**src/rtl/regfile_wb_arbiter.sv**
```systemverilog
// ============================================================================
// regfile_wb_arbiter
// ----------------------------------------------------------------------------
// Shares the register file's single write port between NREQ write-back
// sources (ALU pipe, load unit, mul/div unit). Each cycle at most one
// requester is accepted, chosen round-robin from a rotating pointer. The
// accepted write is registered and appears on reg_we/reg_wa/reg_wd one cycle
// later, so the register file commits it on the following edge. Writes that
// target r0 are accepted (the source is released and the pointer advances)
// but never raise reg_we.
//
// A saturating counter (conf_cnt) counts cycles in which two or more sources
// compete while the arbiter is not held. It is used for performance debug.
//
// Optional feature (macro WB_ARB_FWD_EN):
//   Adds a combinational forwarding path so register readers in the same
//   cycle as reg_we see the in-flight value instead of the stale regfile
//   entry. Without the macro the ports and the logic are absent.
//
// Parameters:
//   NREQ   number of write-back requesters (2..8)
//   CNT_W  width of the contention counter
//
// Ports:
//   clk        rising-edge clock
//   rst        asynchronous active-low reset
//   req_valid  [NREQ]     request i pending
//   req_ready  [NREQ]     request i accepted this cycle (one-hot or zero)
//   req_wa     [5*NREQ]   destination register of request i at [5*i +: 5]
//   req_wd     [32*NREQ]  write data of request i at [32*i +: 32]
//   arb_hold   1 = no grants, pointer and counter frozen
//   cnt_clr    synchronous clear of conf_cnt (wins over increment)
//   reg_we     registered regfile write enable
//   reg_wa     registered regfile write address
//   reg_wd     registered regfile write data
//   wb_src     registered index of the requester behind the current write
//   conf_cnt   saturating count of contended, non-held cycles
//   fwd_ra1/2  (WB_ARB_FWD_EN) read addresses of the two regfile read ports
//   fwd_hit1/2 (WB_ARB_FWD_EN) read address matches the in-flight write
//   fwd_wd     (WB_ARB_FWD_EN) in-flight write data
// ============================================================================
module regfile_wb_arbiter #(
    parameter int NREQ  = 3,
    parameter int CNT_W = 16
) (
    input  logic               clk,
    input  logic               rst,
    input  logic [NREQ-1:0]    req_valid,
    output logic [NREQ-1:0]    req_ready,
    input  logic [5*NREQ-1:0]  req_wa,
    input  logic [32*NREQ-1:0] req_wd,
    input  logic               arb_hold,
    input  logic               cnt_clr,
    output logic               reg_we,
    output logic [4:0]         reg_wa,
    output logic [31:0]        reg_wd,
    output logic [2:0]         wb_src,
`ifdef WB_ARB_FWD_EN
    input  logic [4:0]         fwd_ra1,
    input  logic [4:0]         fwd_ra2,
    output logic               fwd_hit1,
    output logic               fwd_hit2,
    output logic [31:0]        fwd_wd,
`endif
    output logic [CNT_W-1:0]   conf_cnt
);

    localparam int PTR_W = $clog2(NREQ);

    if (NREQ < 2 || NREQ > 8) begin : g_bad_nreq
        $error("regfile_wb_arbiter: NREQ must be in 2..8");
    end

    logic [PTR_W-1:0]    ptr;
    logic [PTR_W-1:0]    next_ptr;
    logic [2*NREQ-1:0]   req_dbl;
    logic [NREQ-1:0]     req_rot;
    logic [PTR_W-1:0]    win_off;
    logic [PTR_W:0]      win_sum;
    logic [PTR_W-1:0]    grant_idx;
    logic                grant_vld;
    logic [4:0]          sel_wa;
    logic [31:0]         sel_wd;
    logic                contention;

    // ------------------------------------------------------------------------
    // Round-robin search. The request vector is rotated so that bit 0 of
    // req_rot is the requester at ptr; the lowest set bit of req_rot is the
    // winner, and its offset is added back to ptr modulo NREQ.
    // ------------------------------------------------------------------------
    always_comb begin
        // NOTE: every signal driven here gets a default first so no path
        // leaves it unassigned and no latch is inferred.
        req_dbl   = {req_valid, req_valid} >> ptr;
        req_rot   = req_dbl[NREQ-1:0];
        win_off   = '0;
        grant_vld = 1'b0;
        for (int k = 0; k < NREQ; k++) begin
            if (!grant_vld && req_rot[k]) begin
                grant_vld = 1'b1;
                win_off   = PTR_W'(k);
            end
        end

        win_sum = {1'b0, ptr} + {1'b0, win_off};
        if (win_sum >= (PTR_W+1)'(NREQ)) begin
            win_sum = win_sum - (PTR_W+1)'(NREQ);
        end
        grant_idx = win_sum[PTR_W-1:0];

        // No grant while held or while reset is asserted.
        if (arb_hold || !rst) begin
            grant_vld = 1'b0;
        end
    end

    // One-hot ready, payload mux and pointer successor of the winner.
    always_comb begin
        req_ready = '0;
        sel_wa    = '0;
        sel_wd    = '0;
        for (int i = 0; i < NREQ; i++) begin
            if (grant_idx == PTR_W'(i)) begin
                req_ready[i] = grant_vld;
                sel_wa       = req_wa[5*i +: 5];
                sel_wd       = req_wd[32*i +: 32];
            end
        end

        if (grant_idx == PTR_W'(NREQ-1)) begin
            next_ptr = '0;
        end else begin
            next_ptr = grant_idx + PTR_W'(1);
        end
    end

    // Two or more requests pending: clearing the lowest set bit leaves
    // something behind.
    assign contention = |(req_valid & (req_valid - NREQ'(1)));

    // ------------------------------------------------------------------------
    // Registered write port. reg_wa/reg_wd/wb_src keep their last value when
    // nothing transfers; only reg_we drops. A reset discards a pending write.
    // ------------------------------------------------------------------------
    always_ff @(posedge clk or negedge rst) begin
        // NOTE: state is updated with non-blocking assignments so every
        // register samples the pre-edge value of its inputs.
        if (!rst) begin
            ptr    <= '0;
            reg_we <= 1'b0;
            reg_wa <= '0;
            reg_wd <= '0;
            wb_src <= '0;
        end else begin
            reg_we <= grant_vld && (sel_wa != 5'd0);
            if (grant_vld) begin
                reg_wa <= sel_wa;
                reg_wd <= sel_wd;
                wb_src <= 3'(grant_idx);
                ptr    <= next_ptr;
            end
        end
    end

    // Contention counter: clear wins, otherwise saturating increment.
    always_ff @(posedge clk or negedge rst) begin
        if (!rst) begin
            conf_cnt <= '0;
        end else if (cnt_clr) begin
            conf_cnt <= '0;
        end else if (contention && !arb_hold && (conf_cnt != '1)) begin
            conf_cnt <= conf_cnt + CNT_W'(1);
        end
    end

`ifdef WB_ARB_FWD_EN
    // Bypass for readers in the cycle the write is presented to the regfile.
    // r0 never matches since it is never written.
    assign fwd_hit1 = reg_we && (reg_wa == fwd_ra1) && (reg_wa != 5'd0);
    assign fwd_hit2 = reg_we && (reg_wa == fwd_ra2) && (reg_wa != 5'd0);
    assign fwd_wd   = reg_wd;
`endif

endmodule

```
**config.mk**
```make
export PLATFORM = sky130hd
export DESIGN_NAME = regfile_wb_arbiter
export DESIGN_NICKNAME = d
export VERILOG_FILES = /design/src/rtl/regfile_wb_arbiter.sv
export SDC_FILE = /design/constraint.sdc
export NUM_CORES = 1
export LEC_CHECK = 0
export ABC_AREA = 1
export CAP_MARGIN = 25
export CORE_MARGIN = 3
export CORE_UTILIZATION = 41
export CTS_CLUSTER_DIAMETER = 200
export DETAILED_ROUTE_END_ITERATION = 8
export HOLD_SLACK_MARGIN = 0.03
export PLACE_DENSITY = 0.8
export SYNTH_ARGS = -nofsm -noshare
export SYNTH_HDL_FRONTEND = slang
export SYNTH_SLANG_ARGS = --single-unit
```
**constraint.sdc**
```tcl
create_clock -name clk -period 4 [get_ports clk]
set_input_delay 0.4 -clock clk [delete_from_list [all_inputs] [get_ports clk]]
set_output_delay 0.4 -clock clk [all_outputs]
set_load 0.005 [all_outputs]
```
======== Word-level counts from Yosys, hierarchy flattened ========
Cells that the tools add are included.
storage, ports and cells
  logic and storage cells ................. 50
  output and inout port bits .............. 60
  bits in registers ....................... 58
operators by class
  add/subtract/negate cells ............... 5
  reductions and logical operators ........ 14
  shift-type cells ........................ 1
  muxes and demuxes ....................... 19
  equality and inequality tests ........... 3
  magnitude comparators ................... 1
  bitwise logic cells ..................... 1
operators by type and width
  kind                                                                   count
  32-bit 2-to-1 mux                                                      3
  16-bit 2-to-1 mux                                                      2
  16-bit by 1-bit adder with 16-bit output, second input constant        1
  16-bit inequality test, second input constant                          1
  5-bit 2-to-1 mux                                                       3
  1-bit 2-to-1 mux                                                       8
  2-bit 2-to-1 mux                                                       3
  6-bit by 2-bit right shift with 3-bit output                           1
  1-bit logical AND                                                      5
  5-bit nonzero test                                                     1
  1-bit zero test                                                        4
  2-bit by 2-bit adder with 3-bit output                                 1
  3-bit bitwise AND                                                      1
  3-bit by 2-bit >= comparator with 1-bit output, second input constant  1
  3-bit OR reduction                                                     1
  3-bit by 1-bit subtractor with 3-bit output, second input constant     1
  2-bit by 1-bit adder with 2-bit output, second input constant          1
  2-bit by 1-bit == test with 1-bit output, second input constant        1
  2-bit == test, second input constant                                   1
  2-bit zero test                                                        1
  2-bit nonzero test                                                     1
  2-bit subtractor, second input constant                                1
  1-bit logical OR                                                       1

======== Logic depth before layout (Yosys ltp) ========
Gate-level depths: netlist of the first run.
  word-level depth ........................ 17
  gate-level depth with buffers ........... 23
  gate-level depth less buffers ........... 22

======== Worst setup path after synthesis of the first run ========
OpenSTA, ideal clock, no wires.
  path type ............................... reg2out
  start ................................... register ptr[0]
  end ..................................... output req_ready[1]
  path slack .............................. 1.078 ns
  arrival ................................. 2.522 ns
  path buffers ............................ 1
  stages on the path, launching flop included .. 17
  required time ........................... 3.600 ns
  cell sequence ........................... dfrtp_1 > o21ai_1 > nand2_1 > o21ai_2 > inv_1 > nor2_1 > ha_1 > inv_1 > fa_1 > inv_1 > ha_1 > inv_2 > nand3_2 > nand2_4 > buf_2 > nand2_1 > nor2_1
between the ends
  longest elaborated chain between the ends .. 13
  elaborated cells on any way between the ends .. 17
RTL lines
  item                                                                                RTL line  source
  start, declared                                                                     74        logic [PTR_W-1:0] ptr;
  start signal, assigned                                                              160       ptr <= next_ptr;
  6-bit by 2-bit right shift with 3-bit output                                        94        req_dbl = {req_valid, req_valid} >> ptr;
  1-bit 2-to-1 mux                                                                    99        if (!grant_vld && req_rot[k]) begin
  1-bit zero test                                                                     99
  1-bit logical AND                                                                   99
  1-bit 2-to-1 mux                                                                    99
  1-bit zero test                                                                     99
  1-bit logical AND                                                                   99
  2-bit 2-to-1 mux                                                                    99
  2-bit by 2-bit adder with 3-bit output                                              105       win_sum = {1'b0, ptr} + {1'b0, win_off};
  3-bit by 2-bit >= comparator with 1-bit output or 2-bit subtractor (tied branches)  106, 107
  2-bit 2-to-1 mux                                                                    106       if (win_sum >= (PTR_W+1)'(NREQ)) begin
  2-bit by 1-bit == test with 1-bit output                                            123       if (grant_idx == PTR_W'(i)) begin
  1-bit 2-to-1 mux *                                                                  123
  end, declared                                                                       49        output logic [NREQ-1:0] req_ready,
Every way passes the cells marked *; elsewhere a longest branch is shown, timed or not.

======== Worst setup path in the final report of the first run ========
  start ................................... input req_valid[0]
  end ..................................... output req_ready[0]
between the ends
  longest elaborated chain between the ends .. 13
  elaborated cells on any way between the ends .. 17
RTL lines
  item                                                                                RTL line  source
  start, declared                                                                     48        input logic [NREQ-1:0] req_valid,
  6-bit by 2-bit right shift with 3-bit output *                                      94
  1-bit 2-to-1 mux                                                                    99
  1-bit zero test                                                                     99
  1-bit logical AND                                                                   99
  1-bit 2-to-1 mux                                                                    99
  1-bit zero test                                                                     99
  1-bit logical AND                                                                   99
  2-bit 2-to-1 mux                                                                    99
  2-bit by 2-bit adder with 3-bit output                                              105
  3-bit by 2-bit >= comparator with 1-bit output or 2-bit subtractor (tied branches)  106, 107
  2-bit 2-to-1 mux                                                                    106
  2-bit zero test                                                                     123
  1-bit 2-to-1 mux *                                                                  123
Marks and branches as above.

==> results of run 1 <==
[through the flow]
stage               instance area, sq um  TNS, ns
global route                        5580   -0.158
CTS                                 5570        0
finish                              5580        0
floorplan                           3590        0
global placement                    5390        0
detailed placement                  5390        0
[metal layers]
metal  GRT usage, %  up-vias  wire length (microns)
met3           7.29       27                   1110
met5              0        -                      0
met4           10.2        0                    335
li1               -     2012                      -
met2           41.7      179                   5880
met1           31.6     1891                   5090
[sequential cells by signal (all words and copies together) (netlist names)]
| signal | count |
|---|---|
| ptr | 2 |
| reg_wd | 32 |
| reg_wa | 5 |
| wb_src | 2 |
| reg_we | 1 |
| conf_cnt | 16 |
[where the power goes]
| part | switching [W] | total [W] | internal [W] |
|---|---|---|---|
| Clock | 0.000225 | 0.000478 | 0.000252 |
| Combinational | 0.00223 | 0.00364 | 0.00141 |
| Sequential | 0.000117 | 0.000895 | 0.000779 |
| Total | 0.00257 | 0.00501 | 0.00244 |
[cells by family (layout without fill, tap and decap cells)]
family | Yosys count | after routing | share of synthesized area (%)
compound gates | 64 | 64 | 9.62
xor+xnor | 4 | 4 | 0.976
fa+ha+maj | 4 | 4 | 1.60
buf+inv | 62 | 236 | 8.26
flops | 58 | 58 | 40.4
other cells | 1 | 1 | 0.104
simple gates | 316 | 316 | 39.0
[cells in the mapped netlist]
| cell type | instances | share of area [%] |
|---|---|---|
| nand3_4 | 1 | 0.49 |
| fa_1 | 1 | 0.56 |
| buf_6 | 3 | 0.94 |
| o21ai_0 | 7 | 0.98 |
| inv_2 | 3 | 0.31 |
| nand2_2 | 5 | 0.87 |
| or2_2 | 1 | 0.17 |
| nor2_1 | 41 | 4.3 |
| o211ai_1 | 5 | 1.0 |
| clkbuf_1 | 1 | 0.10 |
| o21ai_1 | 27 | 3.8 |
| nand2_4 | 1 | 0.31 |
| ha_1 | 3 | 1.0 |
| nand2_1 | 149 | 16 |
| dfrtp_1 | 58 | 40 |
| a21oi_1 | 21 | 2.9 |
| nand4_1 | 9 | 1.6 |
| buf_1 | 1 | 0.10 |
| inv_1 | 31 | 3.2 |
| nand3_1 | 95 | 13 |
| nand3_2 | 3 | 0.84 |
| o21ai_2 | 2 | 0.49 |
| nor3_1 | 10 | 1.4 |
| nor3_2 | 1 | 0.28 |
| buf_2 | 18 | 2.5 |
| xor2_1 | 4 | 0.98 |
| o21bai_1 | 2 | 0.42 |
| conb_1 | 1 | 0.10 |
| buf_4 | 5 | 1.0 |
[final timing paths]
check,to,start
worst max-delay path,req_ready[0],req_valid[0]
worst min-delay path,conf_cnt[12]$_DFFE_PN0P_,rst
worst max register to register,reg_we$_DFF_PN0_,ptr[0]$_DFFE_PN0P_
worst min register to register,reg_wd[31]$_DFFE_PN0P_,reg_wd[31]$_DFFE_PN0P_
max in group asynchronous,reg_wd[13]$_DFFE_PN0P_,rst
min in group clk,reg_wd[31]$_DFFE_PN0P_,reg_wd[31]$_DFFE_PN0P_
[cell usage in the layout, fill, tap and decap left out, drive strengths merged, types with 3 or more instances in the layout]
cell and instances:
clkdlybuf4s50 173, nand2 155, nand3 99, dfrtp 58
nor2 41, o21ai 36, inv 34, a21oi 21
clkbuf 12, buf 12, nor3 11, nand4 9
o211ai 5, xor2 4, ha 3, clkinv 3
[timing repair]
action / in CTS / in global routing
pin swaps: 0 / 0
endpoints found under the setup margin: 1 / 3
resized for setup: 1 / 3
[cell type report]
cell class              count  area [sq um]
repair buffers            187          1840
inverters                  34           128
multi-input cells         389          1850
clock buffers              12           155
fillers                   739          2770
well taps                 105           131
flip-flops and latches     58          1450
clock inverters             3          15.0
==> impl_summary.log, run 1 <==
[metrics] outcome: completed
[metrics] GPL Wtd Cong: 0.913
[metrics] first-pass GRT wire length: 20,000 microns
[metrics] slowest CP cell: clkdlybuf4s50_1
[metrics] residual overflow from global routing: 0
[metrics] unrepaired setup endpoints after global routing: true
[metrics] setup-violating endpoint count in the final report: 0
[metrics] largest incremental delay on the critical path: 0.52 ns
[metrics] areal power density over the cells: 899 nW/um^2
[metrics] WL per Instance: 15.8 microns
[metrics] CTS tree: yes
[metrics] CP endpoint kind: primary output
[metrics] number of buffers inserted during clock tree synthesis: 9
[metrics] Bufs on Longest Clock Path: 2
[metrics] worst hold margin: 0.234 ns
[metrics] total via count after detailed routing: 4,109
[metrics] Hold/Removal Path Class: input port to async pin
[metrics] average footprint of a synthesized cell: 7.05 sq um
[metrics] cells along the critical path: clkdlybuf4s50_1 > inv_1 > nand2_1 > o21ai_1 > nand2_1 > o21ai_2 > inv_1 > nor2_1 > ha_1 > inv_1 > fa_1 > inv_1 > ha_1 > inv_2 > nand3_2 > nand2_1 > nand2_2 > nand2_2 > nor2_4 > clkdlybuf4s50_1
[metrics] share of the core filled with cells: 66.8%
[metrics] via count of the first global-routing pass: 4,080
[metrics] Die Span Y: 99.6 microns
[metrics] fraction of layout instances using a drive strength above 1: 6.44%
[metrics] slew margin rel.: 50.2%
[metrics] worst ir drop on vdd: 746 uV
[metrics] number of post-CTS setup repair buffers: 0
[metrics] FF+latch count, synth: 58
[metrics] startpoint types: input port
[metrics] initial drt markers: 193
[metrics] count of non-filler cells in the finished layout: 788
[metrics] maximum number of pins on one net before global-route repair: 59
[metrics] leakage: 2.56 nW
[metrics] total half-perimeter wirelength after legalization and detailed placement: 9560 microns
[metrics] global-route total usage across every layer: 25.5%
[metrics] sequential share of the synthesized area: 40.4%
[metrics] buffer cell driving the clock tree root: clkbuf_8
[metrics] count of clock tree sinks: 58
[metrics] CORE AREA: 8340 sq um
[metrics] Worst Path Class, Setup: input port to primary output
[metrics] number of vias per cell after detailed routing: 5.21
[metrics] crit share post-route: 97.2%
[metrics] power after layout: 0.00501 W
[metrics] number of antenna-violating nets in the routed design: 0
[metrics] Hold Fails Final Rpt: 0
[metrics] x dimension of the die: 99.6 microns
[metrics] measured slew at the worst slew-check pin: 0.747 ns
[metrics] synth unique cells: 29
[metrics] initial standard-cell utilization of the core: 43.1%
[metrics] CTS clock-pin slew for the worst setup and hold paths: 0.07 ns
[metrics] Critical Path Most Common Cell: inv_1
[metrics] fin nets: 801
[metrics] number of placed I/O pins: 178
[metrics] initial antenna violation count: 0
[metrics] Setup WS post-layout: 0.112 ns
[metrics] maximum fanout encountered on the critical timing path: 4
[metrics] clock network latency to the later pin of the worst-skew pair: 0.33 ns
[metrics] Std-Cell Rows: 33
[metrics] fmax: 0.257 GHz
[metrics] shortest period the worst path allows: 3.89 ns
[metrics] total placed cells including tap cells: 773
[metrics] setup slack of the most critical reg-to-reg path: 0.68 ns
[metrics] growth of design area from synthesis to finish: 55.3%
[metrics] Clock Skews: 0.00872 ns
[metrics] cells after synthesis: 509
[metrics] Max-cap violations: 0
[metrics] final slew viol count: 0
[metrics] depth of the worst register-to-register path: 21
[metrics] cts-stage hold buffer count: 0
[metrics] logic depth of the worst path, buffers included: 20
[metrics] final antenna diode count: 0
[metrics] total routed wirelength: 12,400 microns
[metrics] CP Buf/Inv Count: 7
[metrics] Net Count, Synth: 631
[metrics] number of buffers inserted by port buffering: 176
[metrics] Detailed Routing Iterations Pass 1: 5
[metrics] H-Tree Depth: 3
[metrics] yosys synthesis warning count: 0
[metrics] cell family with the largest share of critical-path delay: buffers and inverters
[metrics] endpoint arrival time on the critical path: 3.49 ns
[metrics] Synth Cell Area: 3590 sq um
[metrics] pre-CTS setup slack: 0.0129 ns
[metrics] number of DRC violations after detailed routing: 0
[metrics] data required time at the worst endpoint: 3.60 ns
[metrics] die area: 9920 sq um
(Power assumes the default switching activity.)
==> run 2, diff against run 1 <==
==> constraint.sdc (replaced) <==
create_clock -name clk -period 4 [get_ports clk]
set_input_delay 0.6 -clock clk [delete_from_list [all_inputs] [get_ports clk]]
set_output_delay 0.6 -clock clk [all_outputs]
set_load 0.005 [all_outputs]
==> impl_summary.log, run 2 (same netlist as run 1, synthesis figures left out) <==
[metrics] data required time at the worst endpoint: 3.40 ns (was 3.60 ns)
[metrics] first-pass GRT wire length: 19,800 microns (was 20,000 microns)
[metrics] Detailed Routing Iterations Pass 1: 5 (unchanged)
[metrics] buffer cell driving the clock tree root: clkbuf_8 (unchanged)
[metrics] x dimension of the die: 99.6 microns (unchanged)
[metrics] Bufs on Longest Clock Path: 2 (unchanged)
[metrics] growth of design area from synthesis to finish: 57.5% (was 55.3%)
[metrics] slowest CP cell: fa_1 (was clkdlybuf4s50_1)
[metrics] clock network latency to the later pin of the worst-skew pair: 0.33 ns (about the same)
[metrics] die area: 9920 sq um (unchanged)
[metrics] leading registers by flop count: reg_wd: 32 flops, conf_cnt: 16 flops, reg_wa: 5 flops (unchanged)
[metrics] cts-stage hold buffer count: 0 (unchanged)
[metrics] initial antenna violation count: 0 (unchanged)
[metrics] shortest period the worst path allows: 3.72 ns (was 3.89 ns)
[metrics] setup-violating endpoint count in the final report: 0 (unchanged)
[metrics] total via count after detailed routing: 4,145 (was 4,109)
[metrics] Max-cap violations: 0 (unchanged)
[metrics] GPL Wtd Cong: 0.910 (was 0.913)
[metrics] number of buffers inserted by port buffering: 176 (unchanged)
[metrics] leakage: 2.59 nW (was 2.56 nW)
[metrics] Clock Skews: 0.00830 ns (was 0.00872 ns)
[metrics] residual overflow from global routing: 0 (unchanged)
[metrics] Hold Fails Final Rpt: 0 (unchanged)
[metrics] maximum fanout encountered on the critical timing path: 7 (was 4)
[metrics] number of antenna-violating nets in the routed design: 0 (unchanged)
[metrics] final slew viol count: 0 (unchanged)
[metrics] WL per Instance: 15.7 microns (was 15.8 microns)
[metrics] number of DRC violations after detailed routing: 0 (unchanged)
[metrics] largest register by flop count: reg_wd (unchanged)
[metrics] slew margin rel.: 51.3% (was 50.2%)
[metrics] crit share post-route: 93.1% (was 97.2%)
[metrics] most heavily used metal layer in global routing: met2 (unchanged)
[metrics] number of placed I/O pins: 178 (unchanged)
[metrics] share of the core filled with cells: 67.8% (was 66.8%)
[metrics] routing usage on met1: 30.8% (was 31.6%)
[metrics] number of flip-flops in the largest register: 32 (unchanged)
[metrics] power after layout: 0.00521 W (was 0.00501 W)
[metrics] worst hold margin: 0.428 ns (was 0.234 ns)
[metrics] Critical Path Most Common Cell: inv_1 (unchanged)
[metrics] reg-to-reg critical path startpoint: ptr[0]$_DFFE_PN0P_ (unchanged)
[metrics] via count of the first global-routing pass: 4,049 (was 4,080)
[metrics] initial drt markers: 180 (was 193)
[metrics] pre-CTS setup slack: -0.366 ns (was 0.0129 ns)
[metrics] Std-Cell Rows: 33 (unchanged)
[metrics] unrepaired setup endpoints after global routing: false (was true)
[metrics] endpoint arrival time on the critical path: 3.12 ns (was 3.49 ns)
[metrics] total routed wirelength: 12,400 microns (about the same)
[metrics] Setup WS post-layout: 0.276 ns (was 0.112 ns)
[metrics] cell family with the largest share of critical-path delay: adder cells (was buffers and inverters)
[metrics] GR met3 Demand/Resource: 8.20% (was 7.29%)
[metrics] cells along the critical path: o21ai_2 > nand2_1 > o21ai_2 > inv_1 > nor2_1 > ha_1 > inv_1 > fa_1 > inv_1 > ha_1 > inv_2 > nand3_4 > nand2_2 > nand2_4 > buf_4 > nand3_4 > nor2_1 > clkdlybuf4s15_2 (was clkdlybuf4s50_1 > inv_1 > nand2_1 > o21ai_1 > nand2_1 > o21ai_2 > inv_1 > nor2_1 > ha_1 > inv_1 > fa_1 > inv_1 > ha_1 > inv_2 > nand3_2 > nand2_1 > nand2_2 > nand2_2 > nor2_4 > clkdlybuf4s50_1)
[metrics] number of vias per cell after detailed routing: 5.23 (was 5.21)
[metrics] areal power density over the cells: 921 nW/um^2 (was 899 nW/um^2)
[metrics] most frequent standard cell in the layout excluding fill and tap cells: clkdlybuf4s50_1 (unchanged)
[metrics] CP endpoint kind: primary output (unchanged)
[metrics] fmax: 0.269 GHz (was 0.257 GHz)
[metrics] H-Tree Depth: 3 (unchanged)
[metrics] startpoint types: flip-flop (was input port)
[metrics] CTS tree: yes (unchanged)
[metrics] CTS clock-pin slew for the worst setup and hold paths: 0.07 ns (about the same)
[metrics] maximum number of pins on one net before global-route repair: 59 (unchanged)
[metrics] number of buffers inserted during clock tree synthesis: 9 (unchanged)
[metrics] Hold/Removal Path Class: input port to async pin (unchanged)
[metrics] Die Span Y: 99.6 microns (unchanged)
[metrics] outcome: completed (unchanged)
[metrics] CORE AREA: 8340 sq um (unchanged)
[metrics] fin nets: 808 (was 801)
[metrics] worst setup path start: ptr[0]$_DFFE_PN0P_ (was req_valid[0])
[metrics] measured slew at the worst slew-check pin: 0.730 ns (was 0.747 ns)
[metrics] CP Buf/Inv Count: 6 (was 7)
[metrics] worst ir drop on vdd: 717 uV (was 746 uV)
[metrics] fraction of layout instances using a drive strength above 1: 7.86% (was 6.44%)
[metrics] global-route total usage across every layer: 25.2% (was 25.5%)
[metrics] Worst Path Class, Setup: flip-flop to primary output (was input port to primary output)
[metrics] leading cell types in the layout, fill and taps excluded: clkdlybuf4s50_1 (169), nand2_1 (148), nand3_1 (95), dfrtp_1 (58), nor2_1 (40) (was clkdlybuf4s50_1 (173), nand2_1 (149), nand3_1 (95), dfrtp_1 (58), nor2_1 (40))
[metrics] total negative slack for setup checks: 0 ns (unchanged)
[metrics] global-route track usage on met2: 41.7% (unchanged)
[metrics] count of clock tree sinks: 58 (unchanged)
[metrics] largest incremental delay on the critical path: 0.51 ns (was 0.52 ns)
[metrics] initial standard-cell utilization of the core: 43.1% (unchanged)
[metrics] final antenna diode count: 0 (unchanged)
[metrics] total half-perimeter wirelength after legalization and detailed placement: 9500 microns (was 9560 microns)
==> run 2: cell count changes in the layout (fill, tap and decap cells not counted), sizes merged <==
cell           change
dlygate4sd2        +2
clkdlybuf4s15      +1
clkdlybuf4s50      -4
dlymetal6s2s       +1
buf                +7
clkinv             -3
==> run 2: metrics by stage <==
stage               std cells  cell area [sq um]
floorplan                 509               3590
global placement          779               5440
detailed placement        779               5440
CTS                       791               5640
global route              792               5650
finish                    792               5650
==> run 2: repair_timing <==
action                                  4_1_cts  5_1_grt
resized for setup                            14        3
endpoints found under the setup margin        3        3
setup buffers                                 0        1
pin swaps                                     2        1
cloned                                        0        0
==> run 2: layout make-up <==
cell class	instances	area, sq um
Clock buffer	12	165
Inverter	34	128
Tap cell	105	131
Sequential cell	58	1450
Multi-Input combinational cell	389	1880
Timing Repair Buffer	194	1900
Fill cell	717	2690
==> run 2: path summary, 6_finish.rpt <==
check	endpoint	slack, ns	depth (start not counted)
hold / removal	conf_cnt[12]$_DFFE_PN0P_	0.43	2
hold reg to reg	reg_wd[25]$_DFFE_PN0P_	0.48	2
min in group clk	reg_wd[25]$_DFFE_PN0P_	0.48	2
setup reg to reg	reg_wd[5]$_DFFE_PN0P_	0.57	21
setup / recovery	req_ready[2]	0.28	18
max in group asynchronous	reg_wd[5]$_DFFE_PN0P_	3.09	2
==> run 2: routing by layer <==
metal | up-vias | wire (microns)
met3 | 22 | 1180
met1 | 1899 | 4990
met5 | - | 0
met2 | 190 | 5950
li1 | 2034 | -
met4 | 0 | 281
==> run 2: worst reg2reg max path, delay by kind of cell (launching register included) <==
kind                       cells  cell delay (ns)
adders and majority gates      3             0.87
DFF                            1             0.46
AOI/OAI and AO/OA              2             0.27
buffers and inverters          7             0.92
and+or+nand+nor                9             0.84
==> run 2: report_power, final <==
part           total, W  internal, W  leakage (nW)  switching (W)
logic           0.00384      0.00153          1.75        0.00231
clock network  0.000475     0.000262        0.0863       0.000213
registers      0.000897     0.000779         0.759       0.000118
total           0.00521      0.00257          2.59        0.00264
==> run 3, diff against run 2 <==
Settings changed: SLEW_MARGIN set to 40.
==> impl_summary.log, run 3 (same netlist as run 1, synthesis figures left out) <==
[metrics] outcome: completed (unchanged)
[metrics] measured slew at the worst slew-check pin: 0.577 ns (was 0.730 ns)
[metrics] Detailed Routing Iterations Pass 1: 6 (was 5)
[metrics] P_sw: 0.00264 W (about the same)
[metrics] largest incremental delay on the critical path: 0.51 ns (about the same)
[metrics] number of placed I/O pins: 178 (unchanged)
[metrics] share of total power in combinational logic: 73.7% (about the same)
[metrics] global-route total usage across every layer: 25.2% (unchanged)
[metrics] count of clock tree sinks: 58 (unchanged)
[metrics] Hold Fails Final Rpt: 0 (unchanged)
[metrics] crit share post-route: 92.9% (was 93.1%)
[metrics] setup-violating endpoint count in the final report: 0 (unchanged)
[metrics] initial drt markers: 180 (unchanged)
[metrics] P_int: 0.00257 W (about the same)
[metrics] largest register by flop count: reg_wd (unchanged)
[metrics] buffer cell driving the clock tree root: clkbuf_8 (unchanged)
[metrics] final antenna diode count: 0 (unchanged)
[metrics] die area: 9920 sq um (unchanged)
[metrics] worst hold margin: 0.343 ns (was 0.428 ns)
[metrics] total placed cells including tap cells: 779 (unchanged)
[metrics] total half-perimeter wirelength after legalization and detailed placement: 9500 microns (unchanged)
[metrics] data required time at the worst endpoint: 3.40 ns (about the same)
[metrics] cell family with the largest share of critical-path delay: adder cells (unchanged)
[metrics] initial standard-cell utilization of the core: 43.1% (unchanged)
[metrics] CP Buf/Inv Count: 6 (unchanged)
[metrics] fin nets: 808 (unchanged)
[metrics] number of flip-flops in the largest register: 32 (unchanged)
[metrics] Clock Skews: 0.00829 ns (was 0.00830 ns)
[metrics] GPL Wtd Cong: 0.910 (unchanged)
[metrics] Worst Path Class, Setup: flip-flop to primary output (unchanged)
[metrics] most frequent standard cell in the layout excluding fill and tap cells: clkdlybuf4s50_1 (unchanged)
[metrics] GR met3 Demand/Resource: 8.20% (unchanged)
[metrics] leakage: 2.59 nW (about the same)
[metrics] via count of the first global-routing pass: 4,049 (unchanged)
[metrics] cts-stage hold buffer count: 0 (unchanged)
[metrics] slowest CP cell: fa_1 (unchanged)
[metrics] Die Span Y: 99.6 microns (unchanged)
[metrics] CTS tree: yes (unchanged)
[metrics] growth of design area from synthesis to finish: 57.6% (was 57.5%)
[metrics] routing usage on met1: 30.8% (unchanged)
[metrics] leading registers by flop count: reg_wd: 32 flops, conf_cnt: 16 flops, reg_wa: 5 flops (unchanged)
[metrics] Std-Cell Rows: 33 (unchanged)
[metrics] count of non-filler cells in the finished layout: 792 (unchanged)
[metrics] number of buffers inserted during clock tree synthesis: 9 (unchanged)
[metrics] H-Tree Depth: 3 (unchanged)
[metrics] CORE AREA: 8340 sq um (unchanged)
[metrics] total routed wirelength: 12,400 microns (about the same)
[metrics] Critical Path Most Common Cell: inv_1 (unchanged)
[metrics] most heavily used metal layer in global routing: met2 (unchanged)
[metrics] final slew viol count: 0 (unchanged)
[metrics] worst ir drop on vdd: 716 uV (was 717 uV)
[metrics] slew margin rel.: 61.2% (was 51.3%)
[metrics] unrepaired setup endpoints after global routing: false (unchanged)
[metrics] WL per Instance: 15.7 microns (about the same)
[metrics] CP endpoint kind: primary output (unchanged)
[metrics] residual overflow from global routing: 0 (unchanged)
[metrics] cells along the critical path: o21ai_2 > nand2_1 > o21ai_2 > inv_1 > nor2_1 > ha_1 > inv_1 > fa_1 > inv_1 > ha_1 > inv_2 > nand3_4 > nand2_2 > nand2_4 > buf_4 > nand3_4 > nor2_1 > clkdlybuf4s15_2 (unchanged)
[metrics] endpoint arrival time on the critical path: 3.12 ns (about the same)
[metrics] maximum fanout encountered on the critical timing path: 7 (unchanged)
[metrics] number of vias per cell after detailed routing: 5.24 (was 5.23)
[metrics] number of antenna-violating nets in the routed design: 0 (unchanged)
[metrics] Max-cap violations: 0 (unchanged)
[metrics] Bufs on Longest Clock Path: 2 (unchanged)
[metrics] setup slack of the most critical reg-to-reg path: 0.57 ns (about the same)
[metrics] number of buffers inserted by port buffering: 176 (unchanged)
[metrics] global-route track usage on met2: 41.7% (unchanged)
[metrics] sequential cell fraction of total power: 17.2% (about the same)
[metrics] shortest period the worst path allows: 3.72 ns (about the same)
[metrics] number of DRC violations after detailed routing: 0 (unchanged)
[metrics] clock network latency to the later pin of the worst-skew pair: 0.33 ns (about the same)
[metrics] startpoint types: flip-flop (unchanged)
[metrics] power share of the clock group: 9.1% (about the same)
[metrics] maximum number of pins on one net before global-route repair: 59 (unchanged)
[metrics] worst setup path start: ptr[0]$_DFFE_PN0P_ (unchanged)
[metrics] leading cell types in the layout, fill and taps excluded: clkdlybuf4s50_1 (169), nand2_1 (148), nand3_1 (95), dfrtp_1 (58), nor2_1 (40) (unchanged)
[metrics] CTS clock-pin slew for the worst setup and hold paths: 0.07 ns (about the same)
[metrics] initial antenna violation count: 0 (unchanged)
[metrics] fmax: 0.269 GHz (about the same)
[metrics] Hold/Removal Path Class: input port to async pin (unchanged)
[metrics] first-pass GRT wire length: 19,800 microns (unchanged)
[metrics] total via count after detailed routing: 4,151 (was 4,145)
[metrics] areal power density over the cells: 921 nW/um^2 (about the same)
[metrics] fraction of layout instances using a drive strength above 1: 7.86% (unchanged)
[metrics] reg-to-reg critical path startpoint: ptr[0]$_DFFE_PN0P_ (unchanged)
[metrics] x dimension of the die: 99.6 microns (unchanged)
[metrics] net switching share of the total power: 50.7% (about the same)
[run 3: worst reg2reg max path, cell delays in order (launching register included)]
cell     delay (ns)
dfrtp_1        0.46
o21ai_2        0.19
nand2_1        0.09
o21ai_2        0.08
inv_1          0.05
nor2_1         0.09
ha_1           0.14
inv_1          0.04
fa_1           0.51
inv_1          0.05
ha_1           0.22
inv_2          0.12
nand3_4        0.10
nand2_2        0.11
buf_4          0.12
nand3_4        0.07
buf_4          0.18
inv_2          0.36
nand2_1        0.13
nand3_1        0.11
nand2_1        0.06
nand2_1        0.07
[run 3: final timing paths]
path                                            end  cells past startpoint
setup / recovery                       req_ready[2]                     18
hold / removal             conf_cnt[12]$_DFFE_PN0P_                      2
setup reg to reg              reg_wd[5]$_DFFE_PN0P_                     21
hold reg to reg              reg_wd[25]$_DFFE_PN0P_                      2
max in group asynchronous     reg_wd[5]$_DFFE_PN0P_                      2
min in group clk             reg_wd[25]$_DFFE_PN0P_                      2
[run 3: layout make-up]
class | instances | area, sq um
Sequential cell | 58 | 1450
Inverter | 34 | 128
Timing Repair Buffer | 194 | 1900
Fill cell | 717 | 2680
Tap cell | 105 | 131
Multi-Input combinational cell | 389 | 1880
Clock buffer | 12 | 165
[run 3: routing by layer]
metal | share of wire (%) | wire, microns
met3 | 9.4 | 1160
met5 | 0 | 0
met2 | 48 | 5950
met1 | 40 | 5010
met4 | 2.4 | 294
[run 3: power by group through the flow]
stage	Sequential (W)	Combinational, W	Clock (W)
2_1_floorplan	0.000897	0.00258	0
3_3_place_gp	0.000900	0.00367	0
3_5_place_dp	0.000899	0.00376	0
4_1_cts	0.000898	0.00385	0.000487
5_1_grt	0.000920	0.00430	0.000508
6_report	0.000897	0.00384	0.000475
[run 3: what timing repair did]
item	in CTS	in global routing
pin swaps	2	1
gates resized for setup	14	3
setup endpoints to repair	3	3
setup buffers	0	1
[run 3: through the flow]
stage	util, %	total power [W]	instance area, sq um	setup WS [ns]	setup TNS [ns]
5_1_grt	67.8	0.00573	5660	0.0646	0
2_1_floorplan	-	0.00347	3590	0.679	0
4_1_cts	67.6	0.00523	5640	0.00390	0
3_5_place_dp	65.2	0.00466	5440	-0.366	-1.50
3_3_place_gp	65.2	0.00457	5440	-0.283	-0.627
6_report	67.8	0.00521	5660	0.282	0
